==> config.mk <==
export PLATFORM = sky130hd
export DESIGN_NAME = melody_sequencer
export DESIGN_NICKNAME = d
export VERILOG_FILES = /design/src/rtl/melody_sequencer.sv
export SDC_FILE = /design/constraint.sdc
export NUM_CORES = 1
export LEC_CHECK = 0
export ABC_AREA = 1
export CAP_MARGIN = 20
export CORE_ASPECT_RATIO = 0.5
export CORE_MARGIN = 3
export CORE_UTILIZATION = 50
export DETAILED_ROUTE_END_ITERATION = 8
export GPL_ROUTABILITY_DRIVEN = 0
export PLACE_DENSITY = 0.68
export SLEW_MARGIN = 10
export SYNTH_ARGS = -nofsm -noshare
export SYNTH_HDL_FRONTEND = slang
export SYNTH_SLANG_ARGS = --single-unit
==> constraint.sdc <==
create_clock -name clk -period 2.45 [get_ports clk]
set_input_delay 0.49 -clock clk [delete_from_list [all_inputs] [get_ports clk]]
set_output_delay 0.49 -clock clk [all_outputs]
set_load 0.05 [all_outputs]
==> src/rtl/melody_sequencer.sv <==
// Plays a fixed 14-entry tune from ROM as one-hot note selects for the sine synth.
// Each entry is followed by an all-zero gap so that a repeated note retriggers.
module melody_sequencer #(
    parameter int TEMPO_DIV  = 12500000,
    parameter int GAP_CYCLES = 500000
) (
    input  logic       clk,
    input  logic       rst,
    input  logic       start,
    input  logic       stop,
    input  logic       loop_en,
    output logic [7:0] notes,
    output logic       busy,
    output logic [3:0] step,
    output logic       done
);

    typedef enum logic [1:0] {
        IDLE = 2'd0,
        NOTE = 2'd1,
        GAP  = 2'd2
    } state_t;

    localparam logic [23:0] PRESC_LAST = 24'(TEMPO_DIV - 1);
    localparam logic [19:0] GAP_LAST   = 20'(GAP_CYCLES - 1);

    // Entry layout: {end, rest, dur[1:0], note[2:0]}; length is dur+1 beats.
    function automatic logic [6:0] rom_entry(input logic [3:0] idx);
        logic [6:0] e;
        case (idx)
            4'd0, 4'd1, 4'd2, 4'd3,
            4'd4, 4'd5, 4'd6, 4'd7: e = {1'b0, 1'b0, 2'd0, idx[2:0]};
            4'd8:    e = {1'b0, 1'b0, 2'd1, 3'd4};
            4'd9:    e = {1'b0, 1'b1, 2'd1, 3'd0};
            4'd10:   e = {1'b0, 1'b0, 2'd0, 3'd5};
            4'd11:   e = {1'b0, 1'b0, 2'd0, 3'd4};
            4'd12:   e = {1'b0, 1'b0, 2'd0, 3'd2};
            4'd13:   e = {1'b1, 1'b0, 2'd3, 3'd0};
            default: e = {1'b1, 1'b1, 2'd0, 3'd0};
        endcase
        return e;
    endfunction

    function automatic logic [7:0] onehot(input logic [6:0] e);
        return e[5] ? 8'h00 : (8'h01 << e[2:0]);
    endfunction

    state_t      state_q, state_d;
    logic [23:0] presc_q, presc_d;
    logic [1:0]  beat_q,  beat_d;
    logic [19:0] gap_q,   gap_d;
    logic [3:0]  step_q,  step_d;
    logic [7:0]  notes_q, notes_d;
    logic        done_q,  done_d;

    logic [6:0] cur_entry;
    logic [6:0] next_entry;
    logic [6:0] first_entry;

    assign cur_entry   = rom_entry(step_q);
    assign next_entry  = rom_entry(step_q + 4'd1);
    assign first_entry = rom_entry(4'd0);

    always_ff @(posedge clk or posedge rst) begin
        if (rst) begin
            state_q <= IDLE;
            presc_q <= '0;
            beat_q  <= '0;
            gap_q   <= '0;
            step_q  <= '0;
            notes_q <= '0;
            done_q  <= 1'b0;
        end else begin
            state_q <= state_d;
            presc_q <= presc_d;
            beat_q  <= beat_d;
            gap_q   <= gap_d;
            step_q  <= step_d;
            notes_q <= notes_d;
            done_q  <= done_d;
        end
    end

    always_comb begin
        state_d = state_q;
        presc_d = presc_q;
        beat_d  = beat_q;
        gap_d   = gap_q;
        step_d  = step_q;
        notes_d = notes_q;
        done_d  = 1'b0;

        case (state_q)
            IDLE: begin
                notes_d = 8'h00;
                step_d  = 4'd0;
                if (start && !stop) begin
                    notes_d = onehot(first_entry);
                    presc_d = '0;
                    beat_d  = '0;
                    state_d = NOTE;
                end
            end

            NOTE: begin
                if (stop) begin
                    state_d = IDLE;
                    notes_d = 8'h00;
                    step_d  = 4'd0;
                end else if (presc_q == PRESC_LAST) begin
                    presc_d = '0;
                    if (beat_q == cur_entry[4:3]) begin
                        notes_d = 8'h00;
                        gap_d   = '0;
                        state_d = GAP;
                    end else begin
                        beat_d = beat_q + 2'd1;
                    end
                end else begin
                    presc_d = presc_q + 24'd1;
                end
            end

            GAP: begin
                if (stop) begin
                    state_d = IDLE;
                    notes_d = 8'h00;
                    step_d  = 4'd0;
                end else if (gap_q == GAP_LAST) begin
                    presc_d = '0;
                    beat_d  = '0;
                    if (!cur_entry[6]) begin
                        step_d  = step_q + 4'd1;
                        notes_d = onehot(next_entry);
                        state_d = NOTE;
                    end else if (loop_en) begin
                        step_d  = 4'd0;
                        notes_d = onehot(first_entry);
                        state_d = NOTE;
                    end else begin
                        step_d  = 4'd0;
                        notes_d = 8'h00;
                        done_d  = 1'b1;
                        state_d = IDLE;
                    end
                end else begin
                    gap_d = gap_q + 20'd1;
                end
            end

            default: begin
                state_d = IDLE;
                notes_d = 8'h00;
                step_d  = 4'd0;
            end
        endcase
    end

    assign notes = notes_q;
    assign busy  = (state_q != IDLE);
    assign step  = step_q;
    assign done  = done_q;

endmodule

# Word level (Yosys, flattened, before mapping)
# Index checks and enable logic that the tools add are counted.
[word_totals]
reg_bits = 61
in_bits = 5
word_cells = 121
[op_classes]
addsub = 4
mux = 50
n_reduce_logical = 16
shifts = 1
n_eq_ne = 43
[op_table]
columns = ["operator", "n"]
rows = [
  ["24-bit 2-to-1 mux", 5],
  ["20-bit 2-to-1 mux", 5],
  ["24-bit one-hot mux with 3 select lines", 1],
  ["8-bit 2-to-1 mux", 7],
  ["7-bit one-hot mux with 7 select lines", 1],
  ["4-bit equality test, second input constant", 12],
  ["6-bit one-hot mux with 7 select lines", 1],
  ["20-bit one-hot mux with 2 select lines", 1],
  ["4-bit by 3-bit equality test with 1-bit output, second input constant", 8],
  ["24-bit by 1-bit adder with 24-bit output, second input constant", 1],
  ["24-bit equality test, second input constant", 1],
  ["2-bit 2-to-1 mux", 12],
  ["8-bit one-hot mux with 3 select lines", 1],
  ["20-bit by 1-bit adder with 20-bit output, second input constant", 1],
  ["20-bit by 19-bit equality test with 1-bit output, second input constant", 1],
  ["2-bit != test, second input constant", 9],
  ["4-bit by 2-bit equality test with 1-bit output, second input constant", 4],
  ["4-bit 2-to-1 mux", 4],
  ["8-bit OR reduction", 2],
  ["2-bit one-hot mux with 3 select lines", 2],
  ["1-bit 2-to-1 mux", 9],
  ["3-bit != test, second input constant", 3],
  ["4-bit by 1-bit equality test with 1-bit output, second input constant", 2],
  ["4-bit zero test", 2],
  ["other kinds (18)", 19],
]

# Longest topological paths before layout
# Gate-level depths: netlist (run 1).
[logic_depth]
depth_word = 10
depth_mapped = 13
mapped_depth_nobuf = 12

# Worst setup path before layout (run 1)
# Ideal clock, no wire load.
[synth_timing]
path_kind = "reg2reg"
start = "register step_q[1], in the netlist step[1]"
end = "register gap_q[10]"
required_ns = 2.305
path_stages_with_launch = 13
period_less_slack_ns = 2.266
arrival_time_ns = 2.121
slack_ns = 0.184
cell_sequence = "dfrtp_1 -> inv_1 -> ha_1 -> inv_1 -> o21ai_0 -> nand2_1 -> xor2_1 -> nand3_1 -> nand2_1 -> nand2_4 -> buf_2 -> nand2_1 -> o31ai_2"
[synth_between]
elab_chain_cells = 6
[synth_lines]
columns = ["element", "line", "source"]
rows = [
  ["start: declaration", "52", "logic [3:0] step_q, step_d;"],
  ["start signal: assignment", "78", "step_q <= step_d;"],
  ["4-bit by 1-bit equality test with 1-bit output (tied with other cells)", "30", "case (idx)"],
  ["8-bit OR reduction", "30", ""],
  ["7-bit one-hot mux with 7 select lines *", "30", ""],
  ["2-bit equality test *", "112", "if (beat_q == cur_entry[4:3]) begin"],
  ["2-bit != test (no line) *", "n/a", ""],
  ["6-bit AND reduction (no line) *", "n/a", ""],
  ["end signal: assignment", "77", "gap_q <= gap_d;"],
  ["end: declaration", "51", "logic [19:0] gap_q, gap_d;"],
]
# Every way passes the cells marked *; elsewhere a longest branch is shown, timed or not.
# A chain may end at the register's enable or synchronous reset.

# Worst setup path after layout (run 1)
[layout_timing]
start = "register state_q[0]"
end = "output busy"
[layout_between]
elab_chain_cells = 1
[layout_lines]
columns = ["element", "line", "source"]
rows = [
  ["start: declaration", "48", "state_t state_q, state_d;"],
  ["start signal: assignment", "74", "state_q <= state_d;"],
  ["2-bit nonzero test", "160", "assign busy = (state_q != IDLE);"],
  ["end: declaration", "13", "output logic busy,"],
]
# No other way between the ends.

==> results of run 1 <==
[path summary, 6_finish.rpt]
| kind | startpoint | end | slack [ns] |
|---|---|---|---|
| setup / recovery | state_q[0] | busy | 0.18 |
| hold / removal | rst | presc_q[23] | 0.49 |
| setup reg to reg | step[0] | gap_q[10] | 0.32 |
| hold reg to reg | notes[6] | notes[6] | 0.49 |
| max in group asynchronous | rst | presc_q[10] | 1.37 |
| min in group clk | notes[6] | notes[6] | 0.49 |
[per-layer routing]
metal	GRT usage	part of all wire
met4	0.0668	0.018
met5	0	0
met2	0.319	0.45
met3	0.0652	0.047
met1	0.261	0.49
[cell usage after synthesis (4+ instances only)]
master,n,share of area
inv_2,8,0.0074
nor2_4,7,0.020
o21ai_1,16,0.020
nor2_1,53,0.049
o21ai_0,15,0.019
nand4_1,19,0.029
o22ai_1,6,0.0093
nand2_1,119,0.11
nor2_2,5,0.0077
buf_2,5,0.0062
a21oi_1,15,0.019
nor3_2,5,0.012
nand3_1,41,0.051
xor2_1,21,0.046
dfrtp_1,61,0.38
inv_1,63,0.059
buf_6,4,0.011
xnor2_1,4,0.0087
nor3_1,14,0.017
ha_1,8,0.025
o31ai_2,10,0.031
[flip-flops by register name (all words and copies together), names as in the netlist]
name	cells
gap_q	20
notes	8
step	4
done	1
presc_q	24
beat_q	2
state_q	2
[kinds of logic (layout without fill, tap and decap cells)]
| family | Yosys count | count (layout) | share of synthesized area |
|---|---|---|---|
| DFF | 61 | 61 | 0.378 |
| buffers and inverters | 85 | 115 | 0.0889 |
| AOI/OAI and AO/OA | 71 | 71 | 0.116 |
| and+or+nand+nor | 280 | 280 | 0.336 |
| muxes | 1 | 1 | 0.00248 |
| adders and majority gates | 8 | 8 | 0.0248 |
| xor gates and xnor gates | 25 | 25 | 0.0542 |
[area by class of cell]
type | instances | share of cell area
Clock buffer | 10 | 0.0516
Timing Repair Buffer | 27 | 0.0590
Tap cell | 108 | 0.0292
Inverter | 75 | 0.0617
Sequential cell | 61 | 0.330
Clock inverter | 3 | 0.00324
Multi-Input combinational cell | 385 | 0.465
[power groups by stage]
| stage | combinational (mW) | sequential [mW] | clock, mW |
|---|---|---|---|
| 6_report | 1.37 | 1.20 | 1.10 |
| 4_1_cts | 1.38 | 1.20 | 1.14 |
| 3_5_place_dp | 1.37 | 1.21 | 0 |
| 3_3_place_gp | 1.36 | 1.21 | 0 |
| 2_1_floorplan | 1.02 | 1.24 | 0 |
| 5_1_grt | 1.52 | 1.21 | 1.18 |
[stage by stage]
stage	util	cells	power [mW]
after floorplan	-	531	2.27
after global placement	0.578	656	2.58
after detailed placement	0.578	656	2.59
after CTS	0.611	669	3.72
after global routing	0.611	669	3.91
final	0.611	669	3.67
[placed cells by master (no fill, tap or decap), types with 4 or more instances in the layout]
cell / Yosys / final
xnor2_1: 4 / 4
ha_1: 8 / 8
a21oi_1: 15 / 15
clkdlybuf4s50_1: 0 / 18
nor3_2: 5 / 5
clkinv_2: 1 / 4
o31ai_2: 10 / 10
dfrtp_1: 61 / 60
inv_1: 63 / 62
o21ai_1: 16 / 16
nor2_2: 5 / 5
nor2_4: 7 / 7
nand3_1: 41 / 41
o21ai_0: 15 / 15
nor3_1: 14 / 14
xor2_1: 21 / 21
nor2_1: 53 / 53
nand4_1: 19 / 19
o22ai_1: 6 / 6
buf_4: 0 / 7
nand2_1: 119 / 119
clkbuf_16: 0 / 9
inv_2: 8 / 9
==> results.cfg, run 1 <==
[synth]
ys.flop_type = dfrtp_1
syn-cell-area_um2 = 4040
yosys_warnings = 0
synth_edf_count = 0
synth_seq_area_share = 0.378
avgSynthCellArea_um2 = 7.60
syn-instance-count = 531
syn_nets = 544
async_flop_share = 1.00
ys_seq_elements = 61
synthDistinctLibCells = 39

[clock_tree]
cts_setup_buffers = 0
cts-root-buf = clkbuf_16
clk_latency_ns = 0.33
hold_buffers = 0
cts_buffer_depth = 2
ctsResizeCount = 0
cts_tree = done
clock_sinks = 61
cts_buffers = 9
clk_pin_slew_ns = 0.05
htreeDepth = 3

[final_layout]
drive_gt1_frac = 0.134
area_delta_synth_final_pct = 14.6
multi_input_area_um2 = 2150
regArea_um2 = 1530
num_antenna_cells = 0
fillerInstances = 686
design_area_um2 = 4630
nNetsFinal = 572

[timing]
finalSetupViolations = 0
hold_violations = 0
worst_pin_slew_ns = 0.610
worst_hold_slack_ns = 0.492
fin_worst_skew_ns = 0.00593
finalSetupTns_ns = 0
fmax_mhz = 440
rsz0062_at_grt = no
slew_violations = 0
timing.final.crit_share = 0.927
fin_ws_ns = 0.178
slew_headroom = 0.593
fin_crit_ns = 2.27

[placed_design]
hpwl_mm = 6.52
place_ws_ns = 0.173
io_buffer_count = 18
place_area_um2 = 4370

[setup_path]
crit_buf_inv = 2
slowest_delay_ns = 0.82
arrival_ns = 1.78
path_max_fanout = 4
worst_path_dominant_cell_family = buffers and inverters
required_ns = 1.96
crit_cells = 3
path_cells = nor2_1, inv_1, clkdlybuf4s50_1
cp-end-kind = primary output
critPathLaunchType = flip-flop
cp_slowest_cell = clkdlybuf4s50_1
ff2ff_path_depth = 12
path_class = flip-flop to primary output

[pwr]
ir_drop_mv = 0.511
p_seq_frac = 0.326
internal_power_mw = 2.20
swShare = 0.401
p_switching_mw = 1.47
p_per_area_nw_per_um2 = 794
p_leak_nw = 1.96
pwr-share-comb = 0.374
pwr-share-clk = 0.300

[die]
ios = 19
fp-row-count = 22
core_area_um2 = 7570
initial_utilization = 0.533
die_h_um = 69.5
die_area_um2 = 9250
fp.dieW_um = 133

[global_routing]
grt_pass1_vias = 3252
grt_antenna_before_repair = 0
gr-usage-all-layers = 0.201
grt_max_degree = 28
overflow = 0
grt_pass1_wl_mm = 15.2

[run]
drv_cap = 0

[worst_hold_path]
min_path_type = input pin to async pin

[route]
drt_pre_antenna_iters = 5
drt_iter0_markers = 195
vias_per_cell = 5.15
dr_total_vias = 3443
wirelength_mm = 8.68
wl_per_cell_um = 13.0
ant_nets = 0
drcViolationCount = 0

[outcome]
outcome = finished clean
No activity file was read; power rests on OpenSTA's default activity.
==> inputs of run 2 (changes only) <==
--- a/config.mk
+++ b/config.mk
@@ -6,7 +6,7 @@
 export NUM_CORES = 1
 export LEC_CHECK = 0
 export ABC_AREA = 1
-export CAP_MARGIN = 20
+export CAP_MARGIN = 25
 export CORE_ASPECT_RATIO = 0.5
 export CORE_MARGIN = 3
 export CORE_UTILIZATION = 50
==> results of run 2 <==
Final layout, timing and power as in run 1 (identical DEF).
==> inputs of run 3 (changes only) <==
--- a/config.mk
+++ b/config.mk
@@ -12,7 +12,8 @@
 export CORE_UTILIZATION = 50
 export DETAILED_ROUTE_END_ITERATION = 8
 export GPL_ROUTABILITY_DRIVEN = 0
-export PLACE_DENSITY = 0.68
+export PLACE_DENSITY = 0.65
+export REMOVE_ABC_BUFFERS = 1
 export SLEW_MARGIN = 10
 export SYNTH_ARGS = -nofsm -noshare
 export SYNTH_HDL_FRONTEND = slang
==> results.cfg, run 3 (same netlist as run 1, synthesis figures left out) <==
[die]
initial_utilization = 0.533
core_area_um2 = 7570
die_h_um = 69.5
fp-row-count = 22
ios = 19
die_area_um2 = 9250
fp.dieW_um = 133

[pwr]
power.total_mw = 3.90
p_switching_mw = 1.50
internal_power_mw = 2.40
pwr-share-clk = 0.343
swShare = 0.384
p_seq_frac = 0.308
p_per_area_nw_per_um2 = 832
ir_drop_mv = 0.377
pwr-share-comb = 0.349
p_leak_nw = 1.98

[global_routing]
grt_antenna_before_repair = 0
grt_max_degree = 62
gr-usage-all-layers = 0.204
overflow = 0
grt_pass1_vias = 3310
grt_pass1_wl_mm = 15.4

[timing]
rsz0062_at_grt = no
finalSetupViolations = 0
slew_headroom = 0.600
fin_worst_skew_ns = 0.00477
worst_pin_slew_ns = 0.600
timing.final.crit_share = 0.924
slew_violations = 0
fmax_mhz = 442
fin_crit_ns = 2.26
hold_violations = 0
finalSetupTns_ns = 0

[clock_tree]
cts_tree = done
cts-root-buf = clkbuf_16
cts_setup_buffers = 0
clk_latency_ns = 0.33
cts_buffers = 9
cts_buffer_depth = 2
clk_pin_slew_ns = 0.05
clock_sinks = 61
htreeDepth = 3

[route]
drt_pre_antenna_iters = 5
drcViolationCount = 0
drt_iter0_markers = 209
vias_per_cell = 5.16
wl_per_cell_um = 13.1
ant_nets = 0
wirelength_mm = 8.78
dr_total_vias = 3466

[final_layout]
num_antenna_cells = 0
area_delta_synth_final_pct = 15.9
nNetsFinal = 572
largest_register = presc_q
largest_reg_flops = 24
layout_commonest_cell = nand2_1
fillerInstances = 689
drive_gt1_frac = 0.135
layout_common_cells = nand2_1 (119), inv_1 (62), dfrtp_1 (60)
fin_util = 0.618

[setup_path]
path_class = flip-flop to primary output
required_ns = 1.96
critPathLaunchType = flip-flop
path_cells = nor2_1, inv_1, clkdlybuf4s50_1
arrival_ns = 1.77
cp-end-kind = primary output
path_max_fanout = 4
slowest_delay_ns = 0.81
cp_slowest_cell = clkdlybuf4s50_1

[outcome]
outcome = finished clean

[placed_design]
io_buffer_count = 18
hpwl_mm = 6.43

[worst_hold_path]
min_path_type = flip-flop to flip-flop

[run]
drv_cap = 0
[run 3: cell types whose count changed in the layout (fill, tap and decap cells not counted), sizes merged]
cell    change
clkbuf      +1
bufinv      +2
[run 3: cell type report]
type	count	area [um2]	share of cell area
clock buffers	11	233	0.0497
clock inverters	5	75.1	0.0160
inverters	75	285	0.0609
multi-input cells	385	2150	0.460
flip-flops and latches	61	1530	0.326
well taps	108	135	0.0289
repair buffers	27	273	0.0583
[run 3: final timing paths]
kind / start / to / slack (ns) / cells past startpoint
setup / recovery: state_q[0] / busy / 0.19 / 3
hold / removal: notes[6] / notes[6] / 0.49 / 2
setup reg to reg: step[0] / gap_q[2] / 0.28 / 12
hold reg to reg: notes[6] / notes[6] / 0.49 / 2
max in group asynchronous: rst / gap_q[11] / 1.64 / 3
min in group asynchronous: rst / presc_q[0] / 0.54 / 3
[run 3: power groups by stage]
stage | combinational, mW | sequential (mW) | clock [mW]
3_5_place_dp | 1.37 | 1.21 | 0
2_1_floorplan | 0.902 | 1.24 | 0
3_3_place_gp | 1.36 | 1.21 | 0
6_report | 1.36 | 1.20 | 1.33
4_1_cts | 1.38 | 1.20 | 1.36
5_1_grt | 1.51 | 1.21 | 1.41
[run 3: metal layers]
metal	part of all wire	GRT usage	vias to the layer above
met5	0	0	-
met4	0.016	0.0680	0
met3	0.033	0.0594	17
met2	0.47	0.328	44
met1	0.48	0.266	1610
li1	-	-	1795
[run 3: critical path: cells and delay by family, from the launching register on]
kind	cells	cell delay, ns
flip-flops	1	0.43
AND/OR/NAND/NOR	1	0.10
buffers and inverters	2	0.90
[run 3: through the flow]
step	cells	hold WS (ns)	worst slack (ns)	area [um2]
after floorplan	521	0.455	0.0511	3960
after global routing	672	0.523	0.0282	4680
final	672	0.485	0.187	4680
after CTS	672	0.487	0.173	4680
after detailed placement	656	0.473	0.209	4370
after global placement	656	0.474	0.250	4370
[run 3: timing repair]
item	in CTS	in global routing
hold endpoints to repair	0	0
gates resized for setup	0	1
setup endpoints to repair	0	1
hold buffers	0	0
